**src/rtl/spi_display_responder.sv**
```systemverilog
// spi_display_responder: SPI mode-0 target. All SPI pins are oversampled and edge-detected on clk.
// Rev 1.0
`default_nettype none

module spi_display_responder #(
  parameter int SYNC_STAGES = 2
) (
  input  logic       clk,
  input  logic       rst,
  input  logic       spi_csb,
  input  logic       spi_clk,
  input  logic       spi_mosi,
  input  logic       data_commandb,
  output logic       spi_miso,
  input  logic [7:0] tx_data,
  output logic [7:0] rx_data,
  output logic       rx_dc,
  output logic       rx_valid,
  output logic       rx_abort,
  output logic       frame_active,
  output logic [7:0] frame_bytes
);

  typedef enum logic [0:0] {
    ST_IDLE  = 1'b0,
    ST_SHIFT = 1'b1
  } state_t;

  logic [SYNC_STAGES-1:0] csb_sync_q, sclk_sync_q, mosi_sync_q, dc_sync_q;
  logic                   csb_dly_q, sclk_dly_q;

  always_ff @(posedge clk) begin
    if (!rst) begin
      csb_sync_q  <= '1;
      sclk_sync_q <= '0;
      mosi_sync_q <= '0;
      dc_sync_q   <= '0;
      csb_dly_q   <= 1'b1;
      sclk_dly_q  <= 1'b0;
    end else begin
      csb_sync_q  <= {csb_sync_q[SYNC_STAGES-2:0], spi_csb};
      sclk_sync_q <= {sclk_sync_q[SYNC_STAGES-2:0], spi_clk};
      mosi_sync_q <= {mosi_sync_q[SYNC_STAGES-2:0], spi_mosi};
      dc_sync_q   <= {dc_sync_q[SYNC_STAGES-2:0], data_commandb};
      csb_dly_q   <= csb_sync_q[SYNC_STAGES-1];
      sclk_dly_q  <= sclk_sync_q[SYNC_STAGES-1];
    end
  end

  logic csb_s, sclk_s, mosi_s, dc_s;
  logic csb_fall, csb_rise, sclk_rise, sclk_fall;

  assign csb_s     = csb_sync_q[SYNC_STAGES-1];
  assign sclk_s    = sclk_sync_q[SYNC_STAGES-1];
  assign mosi_s    = mosi_sync_q[SYNC_STAGES-1];
  assign dc_s      = dc_sync_q[SYNC_STAGES-1];
  assign csb_fall  = csb_dly_q & ~csb_s;
  assign csb_rise  = ~csb_dly_q & csb_s;
  assign sclk_rise = ~sclk_dly_q & sclk_s;
  assign sclk_fall = sclk_dly_q & ~sclk_s;

  state_t     state_q, state_d;
  logic [2:0] bit_cnt_q, bit_cnt_d;
  // Only seven bits are held; the eighth goes straight into rx_data.
  logic [6:0] rx_shift_q, rx_shift_d;
  logic [7:0] tx_shift_q, tx_shift_d;
  logic [7:0] rx_data_q, rx_data_d;
  logic       rx_dc_q, rx_dc_d;
  logic       rx_valid_q, rx_valid_d;
  logic       rx_abort_q, rx_abort_d;
  logic [7:0] frame_bytes_q, frame_bytes_d;

  always_comb begin
    state_d       = state_q;
    bit_cnt_d     = bit_cnt_q;
    rx_shift_d    = rx_shift_q;
    tx_shift_d    = tx_shift_q;
    rx_data_d     = rx_data_q;
    rx_dc_d       = rx_dc_q;
    rx_valid_d    = 1'b0;
    rx_abort_d    = 1'b0;
    frame_bytes_d = frame_bytes_q;
    case (state_q)
      ST_IDLE: begin
        if (csb_fall) begin
          state_d       = ST_SHIFT;
          bit_cnt_d     = 3'd0;
          tx_shift_d    = tx_data;
          frame_bytes_d = 8'd0;
        end
      end
      ST_SHIFT: begin
        if (sclk_rise) begin
          rx_shift_d = {rx_shift_q[5:0], mosi_s};
          bit_cnt_d  = bit_cnt_q + 3'd1;
          if (bit_cnt_q == 3'd7) begin
            rx_data_d  = {rx_shift_q, mosi_s};
            rx_dc_d    = dc_s;
            rx_valid_d = 1'b1;
            if (frame_bytes_q != 8'hFF) begin
              frame_bytes_d = frame_bytes_q + 8'd1;
            end
          end
        end
        // A fall seen with the bit counter at 0 is the one after the 8th rise.
        if (sclk_fall) begin
          tx_shift_d = (bit_cnt_q == 3'd0) ? tx_data : {tx_shift_q[6:0], 1'b0};
        end
        if (csb_rise) begin
          state_d    = ST_IDLE;
          rx_abort_d = (bit_cnt_d != 3'd0);
          bit_cnt_d  = 3'd0;
        end
      end
      default: state_d = ST_IDLE;
    endcase
  end

  always_ff @(posedge clk) begin
    if (!rst) begin
      state_q       <= ST_IDLE;
      bit_cnt_q     <= 3'd0;
      rx_shift_q    <= 7'd0;
      tx_shift_q    <= 8'd0;
      rx_data_q     <= 8'd0;
      rx_dc_q       <= 1'b0;
      rx_valid_q    <= 1'b0;
      rx_abort_q    <= 1'b0;
      frame_bytes_q <= 8'd0;
    end else begin
      state_q       <= state_d;
      bit_cnt_q     <= bit_cnt_d;
      rx_shift_q    <= rx_shift_d;
      tx_shift_q    <= tx_shift_d;
      rx_data_q     <= rx_data_d;
      rx_dc_q       <= rx_dc_d;
      rx_valid_q    <= rx_valid_d;
      rx_abort_q    <= rx_abort_d;
      frame_bytes_q <= frame_bytes_d;
    end
  end

  assign frame_active = (state_q == ST_SHIFT);
  assign spi_miso     = (state_q == ST_SHIFT) & tx_shift_q[7];
  assign rx_data      = rx_data_q;
  assign rx_dc        = rx_dc_q;
  assign rx_valid     = rx_valid_q;
  assign rx_abort     = rx_abort_q;
  assign frame_bytes  = frame_bytes_q;

endmodule

`default_nettype wire
```
**config.mk**
```make
export PLATFORM = sky130hd
export DESIGN_NAME = spi_display_responder
export DESIGN_NICKNAME = d
export VERILOG_FILES = /design/src/rtl/spi_display_responder.sv
export SDC_FILE = /design/constraint.sdc
export NUM_CORES = 1
export LEC_CHECK = 0
export ABC_AREA = 1
export BUFFER_PORTS_ARGS = -buffer_cell sky130_fd_sc_hd__buf_4
export CAP_MARGIN = 30
export CORE_ASPECT_RATIO = 0.8
export CORE_MARGIN = 1
export CORE_UTILIZATION = 40
export CTS_CLUSTER_DIAMETER = 100
export DETAILED_ROUTE_END_ITERATION = 16
export MAX_ROUTING_LAYER = met4
export SETUP_SLACK_MARGIN = 0.15
export SYNTH_ARGS = -nofsm -noshare
export SYNTH_HDL_FRONTEND = slang
export SYNTH_SLANG_ARGS = --single-unit
```
**constraint.sdc**
```tcl
create_clock -name clk -period 1.75 [get_ports clk]
set_clock_uncertainty 0.1 [all_clocks]
set_input_delay 0 -clock clk [delete_from_list [all_inputs] [get_ports clk]]
set_output_delay 0 -clock clk [all_outputs]
set_load 0.02 [all_outputs]
```
Word-level counts from Yosys, hierarchy flattened --
Index checks and enable logic that the tools add are counted.
Word-level totals: flip-flop bits (word level) 48, input bits 14, output and inout bits 21, logic and storage cells 60
Operators by class: $add $sub $neg 2, eq/ne operators 7, multiplexer cells 18, bitwise logic cells 10, reductions and logical operators 8
Operators by type and width (number):
- 8-bit two-way mux | 7
- 8-bit case mux with 2 select lines | 2
- 3-bit two-way mux | 4
- 3-bit AND reduction | 3
- 8-bit by 1-bit adder with 8-bit output, second input constant | 1
- 8-bit inequality test, second input constant | 1
- 2-bit inequality test, second input constant | 3
- 3-bit case mux with 2 select lines | 1
- 1-bit bitwise AND | 5
- 1-bit inverter | 5
- 2-bit by 1-bit inequality test with 1-bit output, second input constant | 2
- 2-bit AND reduction | 2
- 4-bit AND reduction | 1
- 3-bit by 1-bit adder with 3-bit output, second input constant | 1
- 3-bit == test, second input constant | 1
- 3-bit logical NOT | 1
- 1-bit two-way mux | 3
- 3-bit nonzero test | 1
- 1-bit case mux with 2 select lines | 1

Logic depth before layout (Yosys ltp) --
Gate-level depths: netlist of the first run.
word-level depth 6, mapped depth 9, mapped depth without buffers 9

Worst setup path after synthesis of the first run --
No wires, ideal clock.
path kind reg2reg, start point reg frame_bytes_q[0], in the netlist frame_bytes[0], end point reg frame_bytes_q[4], in the netlist frame_bytes[4], library setup time 0.114 ns, arrival time 1.316 ns, data required time 1.536 ns, setup slack 0.220 ns, cell stages (with the launch flop) 9, path buffers 0, period minus slack after synthesis 1.530 ns, cells stage by stage dfxtp_1 -> ha_1 -> nand2_1 -> nor2_1 -> nand2_1 -> nand2_4 -> nand2_4 -> a21oi_1 -> nor2_1
Between the ends: word-level cells in the longest chain between the ends 5, elaborated cells between the ends (all ways) 8, those cells by class 1 x add/sub; 2 x eq/ne; 4 x mux; 1 x reduce/logical
Ends and longest elaborated chain:
- start: declaration | line 71 | logic [7:0] frame_bytes_q, frame_bytes_d;
- start signal: assignment | line 139 | frame_bytes_q <= frame_bytes_d;
- 8-bit by 1-bit adder with 8-bit output | line 101 | frame_bytes_d = frame_bytes_q + 8'd1;
- 8-bit two-way mux | line 100 | if (frame_bytes_q != 8'hFF) begin
- 8-bit two-way mux | line 96 | if (bit_cnt_q == 3'd7) begin
- 8-bit two-way mux | line 93 | if (sclk_rise) begin
- 8-bit case mux with 2 select lines | line 83 | case (state_q)
Several ways; a longest one is shown, not always the timed one. The select of a mux whose other input is x is not followed. A chain may end at the register's enable or synchronous reset.

Final worst setup path of the first run --
start point reg bit_cnt_q[0], end point reg frame_bytes_q[4], in the netlist frame_bytes[4]
Between the ends: word-level cells in the longest chain between the ends 3
Ends and longest elaborated chain:
- start: declaration | line 63 | logic [2:0] bit_cnt_q, bit_cnt_d;
- start signal: assignment | line 132 | bit_cnt_q <= bit_cnt_d;
- 3-bit == test | line 96
- 2-bit by 1-bit inequality test with 1-bit output (no line)
- 4-bit AND reduction (no line)
Every way passes these cells.

==> flow_metrics.tcl, run 1 <==
set metrics [dict create \
    slew_headroom 0.7649 \
    drv_slew 0 \
    crit-reg2reg-capture "frame_bytes[4]$_SDFFE_PN0P_" \
    worstSetupStartpointType "flop" \
    ys_seq_area_frac 0.4715 \
    startpoint "bit_cnt_q[0]$_SDFFE_PN0P_" \
    min_path_cells 4 \
    start_util 0.4305 \
    area_growth_pct 26.64 \
    worstHoldEndpoint "mosi_sync_q[0]$_SDFF_PN0_" \
    fp.dieW_um 81.81 \
    critPathKind "reg2reg" \
    drv_cap 0 \
    cts_root_buffer "clkbuf_8" \
    ys_seq_elements 48 \
    critPathArrivalTime_ns 1.59 \
    port_buffers 34 \
    grt_pass1_vias 1470 \
    synth.avg_cell_area_um2 7.720 \
    synth_compound_area_frac 0.1700 \
    powerDensity_nw_per_um2 756.3 \
    worstHoldStart "spi_mosi" \
    synthTopCellsByArea "dfxtp_1 (47%), nand2_1 (9.4%), inv_1 (7.2%)" \
    grt_pass1_wl_um 6858 \
    clk_path_buf_depth 2 \
    die-area_um2 5387 \
    worst-r2r-cell-count 9 \
    layout_setup_ws_ns 0.2600 \
    post_drt_wl_per_cell_um 11.09 \
    io_pins 35 \
    via_per_inst 4.606 \
    antenna_cells 0 \
    cts_inserted_buffers 5 \
    rsz0062_at_grt "no" \
    drive_above_1_share 0.2310 \
    cts_tree "done" \
    synth_top_family_by_area "simple AND/OR/NAND/NOR gates" \
    synthCells 264 \
    place.gp.congestion 0.7775 \
    critPathMaxFanout 10 \
    syn_area_um2 2038 \
    crit_required_ns 1.85 \
    htree_levels 2 \
    drc 0 \
    synth_simple_gate_area_share 0.2216 \
    hold_viol_final 0 \
    postRouteAntennaNets 0 \
    post-place-ws_ns 0.1807 \
    grt_overflow_total 0 \
    end_kind "flop" \
    yosysWarnings 0 \
    synth_top_area_frac 0.4715 \
    drt_wl_total_um 4171 \
    finalCritPeriodShare 0.8514 \
    p_leak_nw 1.222 \
    synthMuxAreaShare 0 \
    num_rows 22 \
    path_clk_slew_ns 0.09 \
    setup_tns_ns 0 \
    ir_worst_vdd_mv 0.4427 \
    outcome "complete, no violations" \
    num_vias 1732 \
    yosys.area_share.adder 0.02455 \
    grtUsageTotal 0.1761 \
    clock-sinks 48 \
    die_h_um 65.85 \
    regToRegStartpoint "bit_cnt_q[0]$_SDFFE_PN0P_" \
    worst_pin_slew_ns 0.3527 \
    finalSetupViolCount 0 \
    grt_max_degree 24 \
    antenna_found_initial 0 \
    finalCriticalPeriod_ns 1.490 \
    firstDrtPassIters 4 \
    yosys.area_share.xor_xnor 0.004297 \
    drt_iter0_markers 89 \
    clkLatencyLatePin_ns 0.30 \
    synth_fp_nets 282 \
    reg2reg_slack_ns 0.26 \
    post-dp-hpwl_um 2771 \
    nNetsFinal 333 \
    synth_top_area_cell "dfxtp_1" \
    holdCritPathClass "in2reg" \
    ys_types 27 \
    fmax_mhz 671.2 \
    core_um2 4735 \
]
-- state kept, by name (all words and copies together) (netlist names), 2 cells and up --
signal and count:
csb_sync_q 2, tx_shift_q 8, rx_data 8, mosi_sync_q 2
bit_cnt_q 3, sclk_sync_q 2, dc_sync_q 2, frame_bytes 8
rx_shift_q 7
-- where the power goes --
| group | leakage [nW] | total (mW) | internal (mW) | switching, mW |
|---|---|---|---|---|
| sequential | 0.392 | 1.13 | 1.12 | 0.0147 |
| clock | 0.0479 | 0.658 | 0.279 | 0.379 |
| combinational | 0.782 | 0.162 | 0.0769 | 0.0853 |
-- cell families (layout without fill, tap and decap cells) --
logic type	after synthesis	in the layout
compound gates	64	64
xor+xnor	1	1
fa+ha+maj	4	4
buf+inv	51	103
flops	48	48
simple gates	96	96
-- placed cells by master, fill, tap and decap left out, drive strengths merged --
master and count:
nand4 1, o21ai 32, nor2 18, nor3 2, xor2 1, buf 40, or2 2, nand2 56
a21oi 28, dfxtp 48, nand3 17, ha 4, inv 42, clkbuf 5, o21a 3, dlygate4sd3 13
o211ai 1, clkinv 3
-- critical path, stage by stage (launching register included) --
cell     delay, ns
dfxtp_2       0.36
ha_1          0.15
ha_1          0.13
inv_1         0.06
nor2_4        0.20
nand2_4       0.11
nand2_4       0.12
nand2_1       0.06
nand2_1       0.06
nor2_1        0.04
-- synth_stat cells, drive strengths merged --
library cell	count
nand2	56
ha	4
or2	2
o21a	3
clkbuf	3
inv	42
nand4	1
o211ai	1
nor3	2
nand3	17
nor2	18
dfxtp	48
o21ai	32
buf	6
a21oi	28
xor2	1
-- area by class of cell --
type | count | area (µm²)
Clock buffer | 5 | 68.82
Clock inverter | 3 | 18.77
Fill cell | 475 | 2153
Inverter | 42 | 160.2
Multi-Input combinational cell | 165 | 862.1
Sequential cell | 48 | 965.9
Tap cell | 60 | 75.07
Timing Repair Buffer | 53 | 430.4
-- layer usage --
layer / part of all wire / global-route usage / vias up / wire length (µm)
li1: - / - / 942 / -
met1: 0.52 / 0.2389 / 755 / 2164
met2: 0.42 / 0.2428 / 29 / 1770
met3: 0.040 / 0.05103 / 6 / 168
met4: 0.016 / 0.07237 / 0 / 68
met5: 0 / - / - / 0
-- worst max path at each step --
stage                                   to  slack, ns  depth (start not counted)
3_5_place_dp   frame_bytes[4]$_SDFFE_PN0P_       0.18                          9
4_1_cts        frame_bytes[4]$_SDFFE_PN0P_       0.16                          9
5_1_grt        frame_bytes[5]$_SDFFE_PN0P_       0.16                          9
6_report       frame_bytes[4]$_SDFFE_PN0P_       0.26                          9
2_1_floorplan  frame_bytes[4]$_SDFFE_PN0P_       0.22                          8
3_3_place_gp   frame_bytes[4]$_SDFFE_PN0P_       0.18                          8
-- metrics by stage --
stage               instances  area [µm²]  utilization  power [mW]  hold WS, ns
CTS                       374        2556       0.5399       1.985       0.2984
global placement          353        2338       0.4939       1.295      0.08084
finish                    376        2581       0.5452       1.952       0.3157
global route              376        2581       0.5452       2.060       0.3144
detailed placement        353        2338       0.4939       1.297      0.08493
floorplan                 264        2038            -       1.249    -0.002369
-- repair_timing --
item / 4_1_cts / 5_1_grt
setup buffers: 0 / 2
resized for setup: 0 / 6
endpoints found under the setup margin: 0 / 13
endpoints found under the hold margin: 20 / 0
hold buffers: 13 / 0
Note: power is estimated with default switching activity, not from simulation.
==> run 2: changes to the inputs <==
BUFFER_PORTS_ARGS = default   (was -buffer_cell sky130_fd_sc_hd__buf_4)
CTS_CLUSTER_SIZE = 40   (was default)
DONT_BUFFER_PORTS = 1   (was default)
==> run 2 against run 1 <==
  * Via count fell by 4.4%
  * First-iteration DRC count is 42% lower
  * Routed wire length shrank 2.9%
  * Sequential power about the same
  * Critical path type unchanged
  * Largest cell class unchanged
==> flow_metrics.tcl, run 2 (synthesized netlist as in run 1, its figures left out) <==
set metrics [dict create \
    postRouteAntennaNets 0 \
    firstDrtPassIters 4 \
    slowest_stage "dfxtp_2" \
    drv_slew 0 \
    port_buffers 0 \
    critPathArrivalTime_ns 1.61 \
    crit_required_ns 1.84 \
    outcome "complete, no violations" \
    seqPwrFrac 0.537 \
    final_cell_mix "nand2_1 (50), dfxtp_1 (47), inv_1 (39)" \
    total_power_mw 2.109 \
    final_cells 352 \
    worst_pin_slew_ns 0.3065 \
    rsz0062_at_grt "no" \
    holdCritPathClass "in2reg" \
    fp.dieW_um 81.81 \
    grt_pass1_vias 1492 \
    drive_above_1_share 0.1473 \
    num_rows 22 \
    critPathKind "reg2reg" \
    grt_pass1_wl_um 6582 \
    layout_commonest_cell "nand2_1" \
    cts_inserted_buffers 5 \
    num_vias 1655 \
    clkLatencyLatePin_ns 0.29 \
    antenna_found_initial 0 \
    core_um2 4735 \
    via_per_inst 4.702 \
    grt_overflow_total 0 \
    end_kind "flop" \
    clkPwrFrac 0.394 \
    critical_path.max_stage_delay_ns 0.35 \
    switching_share 0.2182 \
    finalCritPeriodShare 0.8671 \
    setup_tns_ns 0 \
    drt_iter0_markers 52 \
    post_drt_wl_per_cell_um 11.50 \
    io_pins 35 \
    finalCriticalPeriod_ns 1.517 \
    hold_viol_final 0 \
    p_leak_nw 1.107 \
    grtUsageTotal 0.1667 \
    clock-sinks 48 \
    drt_wl_total_um 4049 \
    worstSetupStartpointType "flop" \
    cts_root_buffer "clkbuf_8" \
    grt_max_degree 41 \
    fmax_mhz 659.0 \
    ir_worst_vdd_mv 0.6032 \
    area_growth_pct 20.26 \
    crit_buf_inv 3 \
    die-area_um2 5387 \
    finalSetupViolCount 0 \
    nNetsFinal 309 \
    critPathMaxFanout 5 \
    die_h_um 65.85 \
    antenna_cells 0 \
    num-fill-cells 471 \
    clk_path_buf_depth 2 \
    cts_tree "done" \
    worstPathCellList "ha_1, ha_1, inv_1, nor2_4, buf_4, buf_4, o21ai_0, a21oi_1" \
    path_clk_slew_ns 0.09 \
    htree_levels 2 \
    post-dp-hpwl_um 2744 \
    crit_family "adder cells" \
    intPower_mw 1.649 \
    placed_cells 325 \
    powerDensity_nw_per_um2 860.6 \
    slew_headroom 0.7957 \
    drc 0 \
    place.gp.congestion 0.8272 \
    p_sw_uw 460.4 \
    start_util 0.4305 \
    drv_cap 0 \
    combPwrFrac 0.070 \
    final_util 0.5177 \
]
## run 2: metal layers
layer / routed length (µm) / part of all wire / up-vias / global-route usage
met5: 0 / 0 / - / -
met4: 18 / 0.0044 / 0 / 0.04605
met3: 240 / 0.059 / 2 / 0.05517
met2: 1791 / 0.44 / 30 / 0.2500
met1: 2000 / 0.49 / 726 / 0.2136
li1: - / - / 897 / -
## run 2: timing repair
action,4_1_cts,5_1_grt
setup buffers,0,2
setup endpoints to repair,0,12
hold buffers,17,0
endpoints found under the hold margin,48,0
resized for setup,0,3
## run 2: final timing paths
kind / from / slack, ns / end / cells after the start
worst max-delay path: bit_cnt_q[0]$_SDFFE_PN0P_ / 0.23 / rx_data[1]$_SDFFE_PN0P_ / 8
worst min-delay path: spi_csb / 0.25 / csb_sync_q[0]$_SDFF_PN1_ / 2
worst max register to register: bit_cnt_q[0]$_SDFFE_PN0P_ / 0.23 / rx_data[1]$_SDFFE_PN0P_ / 8
worst min register to register: mosi_sync_q[0]$_SDFF_PN0_ / 0.32 / mosi_sync_q[1]$_SDFF_PN0_ / 2
## run 2: cell type report
class	instances	area, µm²	share of cell area
clock inverter	2	38.79	0.01582
tap	60	75.07	0.03063
multi-input combinational	165	862.1	0.3517
sequential	48	962.2	0.3925
clock buffer	6	82.58	0.03369
timing repair buffer	29	270.3	0.1103
inverter	42	160.2	0.06534
## run 2: metrics by stage
step | area, µm² | setup slack [ns] | hold slack, ns
3_5_place_dp | 2128 | 0.1782 | -0.01106
2_1_floorplan | 2038 | 0.2199 | -0.002369
3_3_place_gp | 2128 | 0.2397 | -0.02463
6_report | 2451 | 0.2326 | 0.2476
5_1_grt | 2451 | 0.1524 | 0.2415
4_1_cts | 2430 | 0.1632 | 0.2441
## run 2: worst register-to-register path: cells and delay by family, from the launching register on
family | cells | cell delay, ns
flops | 1 | 0.35
simple gates | 1 | 0.06
compound gates | 2 | 0.18
buf+inv | 3 | 0.36
fa+ha+maj | 2 | 0.37
## run 2: power groups by stage
| stage | clock network [mW] | registers, mW | logic, mW |
|---|---|---|---|
| final | 0.831 | 1.13 | 0.147 |
| after global routing | 0.906 | 1.14 | 0.164 |
| after CTS | 0.852 | 1.13 | 0.147 |
| after detailed placement | 0 | 1.16 | 0.101 |
| after global placement | 0 | 1.16 | 0.0998 |
| after floorplan | 0 | 1.16 | 0.0907 |
